File: src/rtl/vm_pkg.sv
// Shared vending-machine definitions: arbiter state encoding, default timing
// parameters and coin denominations.
package vm_pkg;

  typedef enum logic [3:0] {
    IDLE    = 4'b0001,
    PULSE_N = 4'b0010,
    PULSE_D = 4'b0100,
    HOLDOFF = 4'b1000
  } arb_state_e;

  localparam int unsigned DEBOUNCE_CYCLES_DFLT = 16;
  localparam int unsigned HOLDOFF_CYCLES_DFLT  = 2;

  localparam int unsigned NICKEL_VALUE = 5;
  localparam int unsigned DIME_VALUE   = 10;

endpackage

File: src/rtl/coin_debounce.sv
// Two-flop synchronizer, counting debouncer and rising-edge detect for one coin button.
// rise_o is asserted in the cycle before lvl goes high, so it lands on the same edge as the flip.
module coin_debounce
  import vm_pkg::*;
#(
  parameter int unsigned DEBOUNCE_CYCLES = DEBOUNCE_CYCLES_DFLT
) (
  input  logic CLK,
  input  logic RESET,
  input  logic raw_i,
  output logic rise_o
);

  logic        sync1_q, sync2_q;
  logic        lvl_q, lvl_d;
  logic [15:0] cnt_q, cnt_d;

  always_ff @(posedge CLK or posedge RESET) begin
    if (RESET) begin
      sync1_q <= 1'b0;
      sync2_q <= 1'b0;
    end else begin
      sync1_q <= raw_i;
      sync2_q <= sync1_q;
    end
  end

  // Counter runs only while the input disagrees with the accepted level.
  always_comb begin
    lvl_d = lvl_q;
    cnt_d = '0;
    if (sync2_q != lvl_q) begin
      if (cnt_q == 16'(DEBOUNCE_CYCLES - 1)) begin
        lvl_d = ~lvl_q;
      end else begin
        cnt_d = cnt_q + 16'd1;
      end
    end
  end

  always_ff @(posedge CLK or posedge RESET) begin
    if (RESET) begin
      lvl_q <= 1'b0;
      cnt_q <= '0;
    end else begin
      lvl_q <= lvl_d;
      cnt_q <= cnt_d;
    end
  end

  assign rise_o = lvl_d & ~lvl_q;

endmodule

File: src/rtl/coin_input_conditioner.sv
// Turns bouncy nickel/dime buttons into spaced, mutually exclusive one-cycle N/D pulses.
// Define COIN_COUNT_EN to add saturating N_COUNT/D_COUNT pulse counters.
module coin_input_conditioner
  import vm_pkg::*;
#(
  parameter int unsigned DEBOUNCE_CYCLES = DEBOUNCE_CYCLES_DFLT,
  parameter int unsigned HOLDOFF_CYCLES  = HOLDOFF_CYCLES_DFLT
) (
  input  logic       CLK,
  input  logic       RESET,
  input  logic       N_RAW,
  input  logic       D_RAW,
  output logic       N,
  output logic       D,
  output logic       BUSY,
  output logic       OVERRUN
`ifdef COIN_COUNT_EN
  ,
  output logic [7:0] N_COUNT,
  output logic [7:0] D_COUNT
`endif
);

  logic       rise_n, rise_d;
  logic       pend_n_q, pend_n_d;
  logic       pend_d_q, pend_d_d;
  logic       ovr_q, ovr_d;
  logic       clr_n, clr_d;
  logic       n_q, d_q;
  logic [7:0] hold_q;
  arb_state_e state_q;

  coin_debounce #(.DEBOUNCE_CYCLES(DEBOUNCE_CYCLES)) u_deb_n (
    .CLK    (CLK),
    .RESET  (RESET),
    .raw_i  (N_RAW),
    .rise_o (rise_n)
  );

  coin_debounce #(.DEBOUNCE_CYCLES(DEBOUNCE_CYCLES)) u_deb_d (
    .CLK    (CLK),
    .RESET  (RESET),
    .raw_i  (D_RAW),
    .rise_o (rise_d)
  );

  // A request is consumed as its pulse cycle ends; a new edge on that same edge wins.
  assign clr_n    = (state_q == PULSE_N);
  assign clr_d    = (state_q == PULSE_D);
  assign pend_n_d = rise_n | (pend_n_q & ~clr_n);
  assign pend_d_d = rise_d | (pend_d_q & ~clr_d);
  assign ovr_d    = ovr_q | (rise_n & pend_n_q & ~clr_n) | (rise_d & pend_d_q & ~clr_d);

  always_ff @(posedge CLK or posedge RESET) begin
    if (RESET) begin
      pend_n_q <= 1'b0;
      pend_d_q <= 1'b0;
      ovr_q    <= 1'b0;
    end else begin
      pend_n_q <= pend_n_d;
      pend_d_q <= pend_d_d;
      ovr_q    <= ovr_d;
    end
  end

  always_ff @(posedge CLK or posedge RESET) begin
    if (RESET) begin
      state_q <= IDLE;
      hold_q  <= '0;
      n_q     <= 1'b0;
      d_q     <= 1'b0;
    end else begin
      n_q <= 1'b0;
      d_q <= 1'b0;
      unique case (state_q)
        IDLE: begin
          if (pend_n_q) begin
            state_q <= PULSE_N;
            n_q     <= 1'b1;
          end else if (pend_d_q) begin
            state_q <= PULSE_D;
            d_q     <= 1'b1;
          end
        end
        PULSE_N, PULSE_D: begin
          state_q <= HOLDOFF;
          hold_q  <= '0;
        end
        HOLDOFF: begin
          if (hold_q == 8'(HOLDOFF_CYCLES - 1)) begin
            state_q <= IDLE;
          end else begin
            hold_q <= hold_q + 8'd1;
          end
        end
        default: state_q <= IDLE;
      endcase
    end
  end

  assign N       = n_q;
  assign D       = d_q;
  assign OVERRUN = ovr_q;
  assign BUSY    = (state_q != IDLE) | pend_n_q | pend_d_q;

`ifdef COIN_COUNT_EN
  logic [7:0] n_cnt_q, d_cnt_q;

  always_ff @(posedge CLK or posedge RESET) begin
    if (RESET) begin
      n_cnt_q <= '0;
      d_cnt_q <= '0;
    end else begin
      if (n_q && (n_cnt_q != 8'hFF)) n_cnt_q <= n_cnt_q + 8'd1;
      if (d_q && (d_cnt_q != 8'hFF)) d_cnt_q <= d_cnt_q + 8'd1;
    end
  end

  assign N_COUNT = n_cnt_q;
  assign D_COUNT = d_cnt_q;
`endif

endmodule
File: config.mk
export PLATFORM = sky130hd
export DESIGN_NAME = coin_input_conditioner
export DESIGN_NICKNAME = d
export VERILOG_FILES = /design/src/rtl/vm_pkg.sv /design/src/rtl/coin_debounce.sv /design/src/rtl/coin_input_conditioner.sv
export SDC_FILE = /design/constraint.sdc
export NUM_CORES = 1
export LEC_CHECK = 0
export ABC_CLOCK_PERIOD_IN_PS = 1600
export CORE_ASPECT_RATIO = 1.25
export CORE_MARGIN = 2
export CORE_UTILIZATION = 40
export CTS_CLUSTER_DIAMETER = 100
export DETAILED_ROUTE_END_ITERATION = 7
export SLEW_MARGIN = 20
export SYNTH_ARGS = -nofsm -noshare
export SYNTH_HDL_FRONTEND = slang
export SYNTH_SLANG_ARGS = --single-unit
File: constraint.sdc
create_clock -name CLK -period 1.6 [get_ports CLK]
set_input_delay 0.32 -clock CLK [delete_from_list [all_inputs] [get_ports CLK]]
set_output_delay 0.32 -clock CLK [all_outputs]
set_load 0.005 [all_outputs]
==> results.cfg <==
[outcome]
status = complete, but fails checks
failed_checks = setup timing

[final_layout]
post_route_cells_drive_above_1_share_pct = 26.4
fin_area_mm2 = 0.00330
area_growth_syn_to_layout_pct = 27.0
multi_input_comb_area_mm2 = 0.00127
final_net_count = 306
antenna_cells_inserted = 0
regArea_mm2 = 0.00138
fill_cells = 572

[logic_synthesis]
cells_after_synth = 254
most_repeated_cell_in_the_gate_level_netlist_after_synthesis = dfrtp_1
synth.top_cells.by_count = dfrtp_1, nor2_1, xnor2_1, nand2_1, nand3_1
synth_area_in_xor_xnor_pct = 11.1
synthesis.yosys.warnings = 0
post_synth_and_or_nand_nor_area_fraction_pct = 26.1
synth.largest_area_cell = dfrtp_1
synth_compound_area_share_pct = 4.62
async_flop_share_pct = 100
synth_top_flop_cell = dfrtp_1
synth_top_family_by_area = simple AND/OR/NAND/NOR gates
synth.area.mux_share_pct = 0.433
synth.lib_cells_used.distinct = 35
synth-edff-count = 0
seq_area_frac_synth_pct = 53.0
synth_top_area_share_pct = 52.0
yosys-top-cells-area = dfrtp_1, xnor2_1, nor2_1
synthAdderAreaFrac_pct = 1.93
netlist_area_mm2 = 0.00260
synth.avg_cell_area_um2 = 10.2
postSynthNetCount = 262
synth-seq-cells = 55

[place]
place_ws_ns = -0.115
post-dp-hpwl_um = 3420
total_placed_instance_area_mm2 = 0.00305
gp_congestion = 0.852
buffer_ports.inserted = 7

[sta]
final_hold_vio_count = 0
slew_at_the_pin_closest_to_its_max_slew_limit_ns = 0.376
setup_slack_ns = -0.109
timing.max_slew.rel_slack_pct = 74.7
clock_skew_ns = 0.0105
maxSlewViolCount = 0
period_needed_ns = 1.71
max_freq_mhz = 585
final_report_setup_violation_count = 7
grt_setup_unrepaired = yes
setup-tns-final_ns = -0.312
min_period_over_period_pct = 107

[global_routing]
grt_start_max_net_pins = 39
first_global_vias = 1963
remaining_overflow_grt = 0
grt_first_pass_wirelength_um = 8470
grt_use_total_pct = 14.8
initial_antenna_violation_count = 0

[cts]
cts_max_level = 2
clk_pin_slew_ns = 0.10
clock_buffers_created_by_tritoncts = 5
numClockSinks = 55
cts_tree = yes
clock_insertion_delay_worst_skew_ns = 0.30
clock_tree_buffer_depth = 2
cts_root_buf = clkbuf_8

[setup_path]
wp_data_arrival_ns = 1.39
worstSetupPathType = register to output port
end_kind = output port
startpoint_type = register
cp_max_fo = 2
critPathRequiredTime_ns = 1.28

[die]
row_count = 32
coreArea_mm2 = 0.00625
fp.dieArea_mm2 = 0.00716
pin_count = 8
start_util_pct = 41.6
dieWidth_um = 76.1
die_h_um = 94.1

[drt]
firstDrtPassIters = 4
drt_first_iter_violations = 80
wl_um = 4960
routed_via_density = 5.05
dr_total_vias = 1939
routed_wire_length_per_instance_um = 12.9
ant_nets = 0
detail_route.drc_violations = 0

[worst_hold_path]
worst_hold_path_type = register to register

[power]
total_power_mw = 2.40
p_per_area_mw_per_mm2 = 727
ir_worst_vdd_mv = 0.571
leakage_nw = 1.42

[run]
maxCapViolCount = 0
-- worst paths after layout --
path / startpoint / end / slack (ns) / depth (start not counted)
max: state_q[0] / BUSY / -0.11 / 3
min: u_deb_n.sync1_q / u_deb_n.sync2_q / 0.36 / 0
max reg2reg: state_q[0] / hold_q[3] / -0.08 / 4
min reg2reg: u_deb_n.sync1_q / u_deb_n.sync2_q / 0.36 / 0
max in group asynchronous: RESET / u_deb_d.cnt_q[5] / 0.96 / 3
min in group asynchronous: RESET / hold_q[0] / 0.40 / 3
-- through the flow --
step	util, %	std cells	hold slack, ns
after floorplan	-	254	0.331
after global placement	48.9	374	0.334
after detailed placement	48.9	374	0.338
after CTS	51.3	382	0.360
after global routing	52.8	384	0.368
final	52.8	384	0.356
-- registers in the layout (all words and copies together) (netlist names), 4 cells and up --
register / count
hold_q: 8
state_q: 4
u_deb_d.cnt_q: 16
u_deb_n.cnt_q: 16
-- cell type report --
cell class              instances  share of cell area [%]
clock buffers                   7                    2.92
clock inverters                 1                   0.228
inverters                       9                    1.14
multi-input cells             184                    38.5
flip-flops and latches         55                    41.9
well taps                      85                    3.22
repair buffers                 43                    12.1
-- worst max-delay path: stages (launching register included) --
cell and delay, ns:
dfstp_2 0.55, nand3_2 0.07, or3_4 0.35, buf_6 0.12
-- where the power goes --
group / total, mW / switching (mW) / internal [mW]
clock: 0.828 / 0.434 / 0.394
combinational: 0.146 / 0.0775 / 0.0681
sequential: 1.43 / 0.0157 / 1.41
total: 2.40 / 0.527 / 1.87
-- metal layers --
metal,GRT usage (%),wire [um],share of wire [%],up-vias
li1,-,-,-,975
met4,6.36,84,1.7,0
met1,16.9,2210,45,943
met5,0,0,0,-
met3,2.60,77,1.6,6
met2,27.2,2590,52,15
-- logic make-up after synthesis --
logic type,Yosys count
AOI/OAI and AO/OA,19
adders and majority gates,4
and+or+nand+nor,127
xor gates and xnor gates,33
muxes,1
buffers and inverters,15
DFF,55
-- cells in the final DEF (no fill, tap or decap), types with 3 or more instances in the layout --
master            n
ha_1              4
buf_4            30
clkdlybuf4s50_1   6
and3_1            5
a21oi_1           3
o21ai_0           6
clkbuf_8          7
o31ai_1           3
nand2_1          13
dfrtp_2           4
nand3_1          11
buf_6             3
nor2_1           37
buf_12            4
nor2_2            3
inv_1             8
nor4_1            8
nor3_1            8
xor2_1           12
nand4_1          12
dfrtp_1          50
xnor2_1          21
-- repair_timing --
item / 4_1_cts / 5_1_grt
resized for setup: 14 / 19
pin swaps: 4 / 2
setup endpoints to repair: 9 / 28
buffers inserted: 0 / 2
hold buffers: 0 / 0
No activity file was read; power rests on OpenSTA's default activity.
